$ cat src/rtl/bus_arb_4_if.sv
// Handshake bundle between the four requesting masters and the round-robin arbiter.
// The slave side is the arbiter; the master side is the requesting units.
interface bus_arb_4_if;
    logic [3:0] req;
    logic [3:0] done;
    logic [3:0] grant;
    logic [1:0] sel;
    logic       busy;
    logic       timeout;

    modport slave  (input  req, done, output grant, sel, busy, timeout);
    modport master (output req, done, input  grant, sel, busy, timeout);
endinterface

$ cat src/rtl/bus_arb_4.sv
// Four-way round-robin arbiter for one shared 32-bit mux port, with request/done
// handshake and a per-grant hold budget that forces release when it runs out.
module bus_arb_4 #(
    parameter int HOLD_MAX = 16,
    parameter int CNT_W    = 5
) (
    input  logic       clk,
    input  logic       reset,
    bus_arb_4_if.slave bus
);
    typedef enum logic {IDLE, BUSY} state_t;

    localparam bit               TO_EN = (HOLD_MAX != 0);
    localparam logic [CNT_W-1:0] LIMIT = TO_EN ? CNT_W'(HOLD_MAX - 1) : '0;

    state_t           r_state;
    logic [1:0]       r_ptr;
    logic [CNT_W-1:0] r_cnt;
    logic [3:0]       r_grant;
    logic [1:0]       r_sel;
    logic             r_busy;
    logic             r_timeout;

    state_t           w_state_nxt;
    logic [1:0]       w_ptr_nxt;
    logic [CNT_W-1:0] w_cnt_nxt;
    logic [3:0]       w_grant_nxt;
    logic [1:0]       w_sel_nxt;
    logic             w_to_nxt;

    logic [1:0]       w_win;
    logic             w_any_req;
    logic             w_req_o;
    logic             w_done_o;
    logic             w_limit;
    logic             w_release;

    // Scan from the highest offset down so the lowest offset from ptr wins.
    always_comb begin
        w_win = r_ptr;
        for (int k = 3; k >= 0; k--) begin
            if (bus.req[r_ptr + 2'(k)]) w_win = r_ptr + 2'(k);
        end
    end

    // Only the owner's bits are looked at in BUSY, so noise elsewhere is ignored.
    assign w_any_req = |bus.req;
    assign w_req_o   = bus.req[r_sel];
    assign w_done_o  = bus.done[r_sel];
    assign w_limit   = TO_EN && (r_cnt == LIMIT);
    assign w_release = w_done_o || !w_req_o || w_limit;

    always_comb begin
        w_state_nxt = r_state;
        w_ptr_nxt   = r_ptr;
        w_cnt_nxt   = r_cnt;
        w_grant_nxt = r_grant;
        w_sel_nxt   = r_sel;
        w_to_nxt    = 1'b0;
        unique case (r_state)
            IDLE: begin
                if (w_any_req) begin
                    w_state_nxt = BUSY;
                    w_grant_nxt = 4'b0001 << w_win;
                    w_sel_nxt   = w_win;
                    w_cnt_nxt   = '0;
                end
            end
            BUSY: begin
                if (w_release) begin
                    w_state_nxt = IDLE;
                    w_grant_nxt = 4'b0000;
                    w_ptr_nxt   = r_sel + 2'd1;
                    w_cnt_nxt   = '0;
                    w_to_nxt    = w_limit && !w_done_o && w_req_o;
                end else if (r_cnt != '1) begin
                    w_cnt_nxt = r_cnt + 1'b1;
                end
            end
            default: w_state_nxt = IDLE;
        endcase
    end

    always_ff @(posedge clk or negedge reset) begin
        if (!reset) begin
            r_state   <= IDLE;
            r_ptr     <= 2'd0;
            r_cnt     <= '0;
            r_grant   <= 4'b0000;
            r_sel     <= 2'd0;
            r_busy    <= 1'b0;
            r_timeout <= 1'b0;
        end else begin
            r_state   <= w_state_nxt;
            r_ptr     <= w_ptr_nxt;
            r_cnt     <= w_cnt_nxt;
            r_grant   <= w_grant_nxt;
            r_sel     <= w_sel_nxt;
            r_busy    <= |w_grant_nxt;
            r_timeout <= w_to_nxt;
        end
    end

    assign bus.grant   = r_grant;
    assign bus.sel     = r_sel;
    assign bus.busy    = r_busy;
    assign bus.timeout = r_timeout;
endmodule

$ cat src/flat_wrapper.sv
// flat-port wrapper written by rule: the top's interface ports become plain ports
module bus_arb_4_flat 
#(
    parameter int HOLD_MAX = 16,
    parameter int CNT_W    = 5
)
  (clk, reset, bus_req, bus_done, bus_grant, bus_sel, bus_busy, bus_timeout);
  bus_arb_4_if bus_i ();
  input  logic clk;
  input  logic reset;
  input wire logic [$bits(bus_i.req)-1:0] bus_req;
  input wire logic [$bits(bus_i.done)-1:0] bus_done;
  output wire logic [$bits(bus_i.grant)-1:0] bus_grant;
  output wire logic [$bits(bus_i.sel)-1:0] bus_sel;
  output wire logic [$bits(bus_i.busy)-1:0] bus_busy;
  output wire logic [$bits(bus_i.timeout)-1:0] bus_timeout;
  assign bus_i.req = bus_req;
  assign bus_i.done = bus_done;
  assign bus_grant = bus_i.grant;
  assign bus_sel = bus_i.sel;
  assign bus_busy = bus_i.busy;
  assign bus_timeout = bus_i.timeout;
  bus_arb_4 #(.HOLD_MAX(HOLD_MAX), .CNT_W(CNT_W)) u_core (.clk(clk), .reset(reset), .bus(bus_i));
endmodule
$ cat config.mk
export PLATFORM = sky130hd
export DESIGN_NAME = bus_arb_4_flat
export DESIGN_NICKNAME = d
export VERILOG_FILES = /design/src/rtl/bus_arb_4_if.sv /design/src/rtl/bus_arb_4.sv /design/src/flat_wrapper.sv
export SDC_FILE = /design/constraint.sdc
export NUM_CORES = 1
export LEC_CHECK = 0
export BUFFER_PORTS_ARGS = -buffer_cell sky130_fd_sc_hd__buf_2
export CAP_MARGIN = 20
export CORE_ASPECT_RATIO = 1.2
export CORE_MARGIN = 2
export CORE_UTILIZATION = 50
export DETAILED_ROUTE_END_ITERATION = 10
export PLACE_DENSITY_LB_ADDON = 0.2
export SYNTH_ARGS = -nofsm -noshare
export SYNTH_HDL_FRONTEND = slang
export SYNTH_SLANG_ARGS = --single-unit
$ cat constraint.sdc
create_clock -name clk -period 2.35 [get_ports clk]
set_clock_uncertainty 0.15 [all_clocks]
set_input_delay 0.1175 -clock clk [delete_from_list [all_inputs] [get_ports clk]]
set_output_delay 0.1175 -clock clk [all_outputs]
set_load 0.005 [all_outputs]
# Word level (Yosys, flattened, before mapping)
# Cells that the tools add are included.
# op_classes
n_bitwise,1
n_eq_ne,4
reduce_logical,11
shift,1
n_addsub,5
order_cmp,5
n_mux,28
# op_table
cell,n
$lt A2 B3 Y1 const B,5
$mux W5,3
$bmux W1 S2,6
$mux W1,10
$pmux W5 S2,1
$mux W2,4
$mux W4,2
$pmux W4 S2,1
$reduce_or A4 Y1,2
$reduce_and A2 Y1,3
$add A5 B1 Y5 const B,1
$eq A5 B4 Y1 const B,1
$ne A5 B5 Y1 const B,1
$add A2 B1 Y2 const B,2
$add A2 B2 Y2 const B,2
$shl A1 B2 Y4 const A,1
$ne A3 B3 Y1 const B,1
$logic_and A1 B1 Y1,2
$logic_not A1 Y1,2
$logic_or A1 B1 Y1,2
$ne A2 B1 Y1 const B,1
$pmux W1 S2,1
$not A1 Y1,1
# word_totals
out_inout_bits,8
input_bits,10
ff_bits,16
elab_cells,62

# Longest topological paths before layout
# Gate-level depths: netlist (run 1).
# logic_depth
depth_word,11
depth_mapped,7
ltp_nobuf,7

# Worst setup path after synthesis (run 1)
# Ideal clock, no wire load.
# synth_timing
path_kind,register to register
from,reg u_core.r_cnt[0]
to,reg u_core.r_cnt[0]
required_time_ps,2118
path_slack_ps,464
n_path_buf,0
synth_period_minus_slack_ps,1886
stages_incl_launch_ff,6
setup_ps,82
t_arrival_ps,1654
path_cell_list,dfrtp_1 ha_1 and3_1 ha_1 or4_4 o22ai_1
# synth_via
elab_chain_cells,4
word_cells_on_any_way,9
cone_classes,1 x add/sub; 3 x eq/ne; 3 x mux; 2 x reduce/logical
# synth_lines
element,line,source
"start, declared",bus_arb_4.sv:18,logic [CNT_W-1:0] r_cnt;
"start signal, assigned",bus_arb_4.sv:96,r_cnt <= w_cnt_nxt;
$add A5 B1 Y5 / $eq A5 B4 Y1 (equally long branches),"bus_arb_4.sv:77, bus_arb_4.sv:50",
$mux W5 / $logic_or A1 B1 Y1 (equally long branches),"bus_arb_4.sv:76, bus_arb_4.sv:51",
$mux W5 / $ne A3 B3 Y1 (equally long branches),-,
$pmux W5 S2 / $reduce_and A2 Y1 (equally long branches),-,
# Several ways; a longest one is shown, not always the timed one. The select of a mux whose other input is x is not followed.
# A chain may end at the register's enable or synchronous reset.

# Final worst setup path (run 1)
# Same ends and word-level chain as after synthesis.

==> run summary, run 1 <==
Pins Over Slew Limit: 0
Layout cell share with drive strength beyond 1: 23.3%
Crit path required time: 2.41 ns
Min cycle time layout: 2.02 ns
Pwr/cell area: 1040 nW/um^2
Critical Setup Path Class: flop to flop
Critical path startpoint category: flop
Hold Path Depth: 4
Placement Rows: 17
Vias in the first global route: 740
Sequential share of the synthesized area: 43.1%
Syn_nets: 108
WP data arrival: 2.08 ns
Max incr delay on CP: 0.55 ns
YS warnings: 0
CP max-delay cell: or4_4
Async SR Flop Fraction: 100%
Initial core utilization: 52.0%
Crit path depth: 5
Multi-input gate area: 488 um^2
Post-synthesis cell area: 930 um^2
CTS tree: yes
Die span in y: 51.2 um
Routability congestion estimate: 0.805
CP endpoint kind: flop
Iteration-0 DRC Markers: 10
Ys flop type: dfrtp_1
Final hold vios: 0
Outcome: finished, final reports clean
MaxCap Viol Count: 0
Root Driver: clkbuf_4
R2R Setup Slk: 0.33 ns
VDD IR max: 0.000622 V
Post-Layout Cell Count: 135
Layout net count: 130
Vias: 779
FILL cells: 173
Synth Instances: 95
N_diodes: 0
Placed cell areas: 1030 um^2
H-tree depth: 1
Leakage: 0.000537 uW
TritonCTS sink count: 16
Design Area, Final: 1080 um^2
Yosys reg bits: 16
Clk_lat worst skew: 0.28 ns
Crit-path cells: ha_1 -> and3_1 -> ha_1 -> or4_4 -> o22ai_1
Dpl cells: 130
Clk slew on worst S/H paths: 0.09 ns
Slew HR: 64.0%
Most frequent cells in the layout: buf_2 (17), dfrtp_1 (16), inv_1 (10)
CP top delay family: simple AND/OR/NAND/NOR gates
Final setup violation count: 0
Ratio of final minimum period to clock period: 85.9%
Post-DP HPWL: 1510 um
First-pass GRT wire length: 3270 um
Avg WL per Cell: 14.2 um
EDFF count, synth: 0
Synthesized area per cell: 9.79 um^2
Synth unique cells: 37
DR pass1 iterations: 7
CTS buffer count: 3
Die X-Extent: 43.4 um
IO Count: 18
Count of input and output buffers: 17
FF+latch area: 400 um^2
Min-delay src: bus_req[2]
Most common cell after layout, fill and taps aside: buf_2
Largest net degree at the start of global routing: 17
Total GRT Usage: 19.7%
Drt drc: 0
R2r startpoint: u_core.r_cnt[0]
Initial antenna violation count: 0
Final TNS setup: 0 ns
Via density: 5.77
Worst Max-Slew Pin Slew: 0.535 ns
Hold Crit Class: input pin to flop
Fmax: 0.495 GHz
Final ANT Viol Nets: 0
RSZ-0062 raised after global routing: no
Total wire length: 1910 um
Total grt overflow: 0
Crit. Startpoint: u_core.r_cnt[0]
Area Growth Syn to Fin: 16.3%
Worst path bufs/invs: 0
DIE AREA: 2220 um^2
CTS resizes: 0
R2r worst-path depth: 5
Most common cell on crit path: ha_1
CTS Buffer Depth: 2
Core box area: 1790 um^2
Crit Path Max Fanout: 5
timing repair:
action                    in CTS  in global routing
buffers inserted               0                  0
hold endpoints to repair      16                  0
hold buffers                   1                  0
worst min-delay path: cells and delay by family:
kind / cells / cell delay (ns)
buffers and inverters: 1 / 0.14
and+or+nand+nor: 3 / 0.24
cell type report:
cell class	count	area share [%]
Clock buffer	4	3.36
Inverter	10	3.47
Sequential cell	16	37.0
Timing Repair Buffer	18	8.80
Tap cell	19	2.20
Multi-Input combinational cell	68	45.1
final timing paths:
check,to
max,u_core.r_cnt[0]
min,u_core.r_cnt[3]
max reg2reg,u_core.r_cnt[0]
min reg2reg,u_core.r_cnt[0]
max in group asynchronous,u_core.r_ptr[0]
min in group asynchronous,u_core.r_cnt[3]
kinds of logic (layout without fill, tap and decap cells):
group	count (synthesis)	in the layout	synth area share, %
simple gates	37	37	22.5
compound gates	22	22	16.8
flops	16	16	43.1
buf+inv	11	32	4.44
mux	5	5	8.21
fa+ha+maj	3	3	4.04
xor+xnor	1	1	0.942
routing by layer:
metal / global-route usage, % / part of all wire, %
met3: 5.65 / 3.2
met1: 25.7 / 46
met2: 32.1 / 51
met4: 5.05 / 0.31
met5: 0 / 0
Yosys cell counts (all sizes together) (2+ instances only):
cell    instances  share of area, %
dfrtp          16                43
inv            10               4.0
nand2           8               3.2
nor2b           6               4.0
o22ai           6               4.0
nor2            5               2.0
nand2b          4               2.7
o21ai           4               2.2
ha              3               4.0
a21o            2               1.6
mux2i           2               2.2
mux4            2               4.8
nand3           2               1.1
nor3            2               1.1
nor4            2               1.3
power breakdown:
| part | internal [uW] | leakage, uW | switching, uW |
|---|---|---|---|
| combinational | 226 | 0.000309 | 253 |
| sequential | 368 | 0.000207 | 92.8 |
| clock | 94.3 | 0.0000210 | 86.8 |
| total | 689 | 0.000537 | 432 |
stage by stage:
stage	power, uW	setup WS [ns]	utilization [%]	hold WS [ns]
floorplan	788	0.464	-	-0.328
finish	1120	0.331	60.5	0.0914
CTS	1130	0.325	60.5	0.0892
detailed placement	946	0.356	57.9	-0.110
global placement	937	0.411	57.9	-0.106
global route	1220	0.177	60.5	0.116
sequential cells by signal (all words and copies together), names as in the netlist:
register and count:
u_core.r_ptr 2, u_core.r_cnt 5, u_core.bus.grant 4, u_core.bus.timeout 1, u_core.bus.sel 2, u_core.r_state 1, u_core.bus.busy 1
Power figures use the tool's default switching activity.
==> run 2, diff against run 1 <==
Settings changed: CORE_ASPECT_RATIO 1.2 to unset.
==> run 2 against run 1 <==
  * Utilization up 1.9 points
  * Non-clock buffer count unchanged
  * Sequential share of layout area down 0.26 points
  * Sequential power about the same
  * Wire length up 0.84%
  * Critical path type unchanged
==> run summary, run 2 (synthesis results as in run 1) <==
Outcome: finished, final reports clean
DR pass1 iterations: 4 (-3)
Root Driver: clkbuf_4
Final setup violation count: 0 (unchanged)
Pwr Total: 1120 uW (-0.14%)
Vias in the first global route: 689 (-6.9%)
R2r worst-path depth: 5 (unchanged)
Slew HR: 56.8% (-7.2 points)
Crit Path Max Fanout: 5 (unchanged)
Pint: 689 uW (about the same)
Initial core utilization: 53.3% (+1.2 points)
Most frequent cells in the layout: buf_2 (17), dfrtp_1 (16), inv_1 (10)
Clk slew on worst S/H paths: 0.10 ns (about the same)
Core box area: 1750 um^2 (-2.3%)
Crit path required time: 2.41 ns (about the same)
Leakage: 0.000537 uW (unchanged)
Critical path startpoint category: flop
Critical Setup Path Class: flop to flop
Fmax: 0.486 GHz (-1.9%)
H-tree depth: 1 (unchanged)
Via density: 5.44 (-5.7%)
RSZ-0062 raised after global routing: no
Hold Buf Count CTS: 1 (unchanged)
Layout net count: 130 (unchanged)
Vias: 767 (-1.5%)
Initial antenna violation count: 0 (unchanged)
Hold Crit Class: input pin to flop
Avg WL per Cell: 13.7 um (-3.5%)
Post-DP HPWL: 1480 um (-1.9%)
Final hold vios: 0 (unchanged)
Layout cell share with drive strength beyond 1: 23.3% (unchanged)
Most flops, register: u_core.r_cnt
Placed cell areas: 1040 um^2 (+0.73%)
CTS Buffer Depth: 2 (unchanged)
VDD IR max: 0.000631 V (+1.5%)
WP data arrival: 2.12 ns (+0.04 ns)
Iteration-0 DRC Markers: 19 (+9)
Pre-CTS WS: 0.321 ns (-0.0355 ns)
CTS resizes: 0 (unchanged)
Final WS setup: 0.292 ns (-0.0389 ns)
Final ANT Viol Nets: 0 (unchanged)
Combinational Power Share: 42.6% (about the same)
Placement Rows: 15 (-2)
Worst Max-Slew Pin Slew: 0.642 ns (+0.107 ns)
DIE AREA: 2220 um^2 (about the same)
Count of input and output buffers: 17 (unchanged)
TritonCTS sink count: 16 (unchanged)
Clock power frac: 16.5% (+0.3 points)
Ratio of final minimum period to clock period: 87.6% (+1.7 points)
IO Count: 18 (unchanged)
N_diodes: 0 (unchanged)
Pwr/cell area: 1030 nW/um^2 (-0.83%)
Register share of total power: 41.0% (about the same)
Total grt overflow: 0 (unchanged)
Clk_lat worst skew: 0.29 ns (about the same)
Total GRT Usage: 21.0% (+1.3 points)
Die X-Extent: 47.1 um (+8.7%)
Total wire length: 1930 um (+0.84%)
Max reg flops: 5 (unchanged)
CTS tree: yes
Routability congestion estimate: 0.851 (+5.8%)
Final TNS setup: 0 ns (unchanged)
Largest net degree at the start of global routing: 17 (unchanged)
CP endpoint kind: flop
Post-CTS setup buffer count: 0 (unchanged)
First-pass GRT wire length: 3100 um (-5.3%)
Pins Over Slew Limit: 0 (unchanged)
Psw: 431 uW (-0.34%)
Hold Path Depth: 4 (unchanged)
Design Area, Final: 1090 um^2 (+0.69%)
Area Growth Syn to Fin: 17.1%
Most common cell after layout, fill and taps aside: buf_2
MaxCap Viol Count: 0 (unchanged)
Sw frac: 38.5% (-0.078 points)
Drt drc: 0 (unchanged)
Die span in y: 47.1 um (-8.0%)
Min cycle time layout: 2.06 ns (+0.0389 ns)
R2R Setup Slk: 0.29 ns (-0.04 ns)
CTS buffer count: 3 (unchanged)
[run 2: power by group through the flow]
stage	registers, uW	clock network [uW]	logic [uW]
2_1_floorplan	457	0	332
3_3_place_gp	462	0	471
3_5_place_dp	465	0	475
4_1_cts	459	191	479
5_1_grt	476	206	536
6_report	459	184	477
[run 2: layout make-up]
type	count	area [um^2]
fillers	158	657
multi-input cells	68	488
flip-flops and latches	16	400
repair buffers	18	95.1
inverters	10	37.5
clock buffers	4	36.3
well taps	25	31.3
[run 2: final timing paths]
| check | from | to |
|---|---|---|
| worst max-delay path | u_core.r_cnt[0] | u_core.r_cnt[0] |
| worst min-delay path | bus_req[2] | u_core.r_cnt[3] |
| worst max register to register | u_core.r_cnt[0] | u_core.r_cnt[0] |
| worst min register to register | u_core.r_cnt[2] | u_core.r_cnt[2] |
| max in group asynchronous | reset | u_core.bus.grant[0] |
| min in group asynchronous | reset | u_core.r_cnt[3] |
[run 2: layer usage]
metal	vias up	share of wire [%]	wire length [um]	track usage [%]
met5	-	0	0	0
met4	0	1.8	34	11.7
met3	4	1.8	34	3.46
met2	12	53	1030	34.8
met1	362	43	827	26.0
li1	389	-	-	-
[run 2: stage by stage]
step	cells	hold slack (ns)	util [%]
detailed placement	136	-0.0966	59.7
CTS	141	0.0612	62.4
global route	141	0.102	62.4
finish	141	0.0876	62.4
global placement	136	-0.106	59.7
floorplan	95	-0.328	-
[run 2: worst max-delay path, stage by stage (launching register included)]
cell and delay, ns:
dfrtp_1 0.42, ha_1 0.23, and3_1 0.21, ha_1 0.24
or4_4 0.55, o22ai_1 0.18
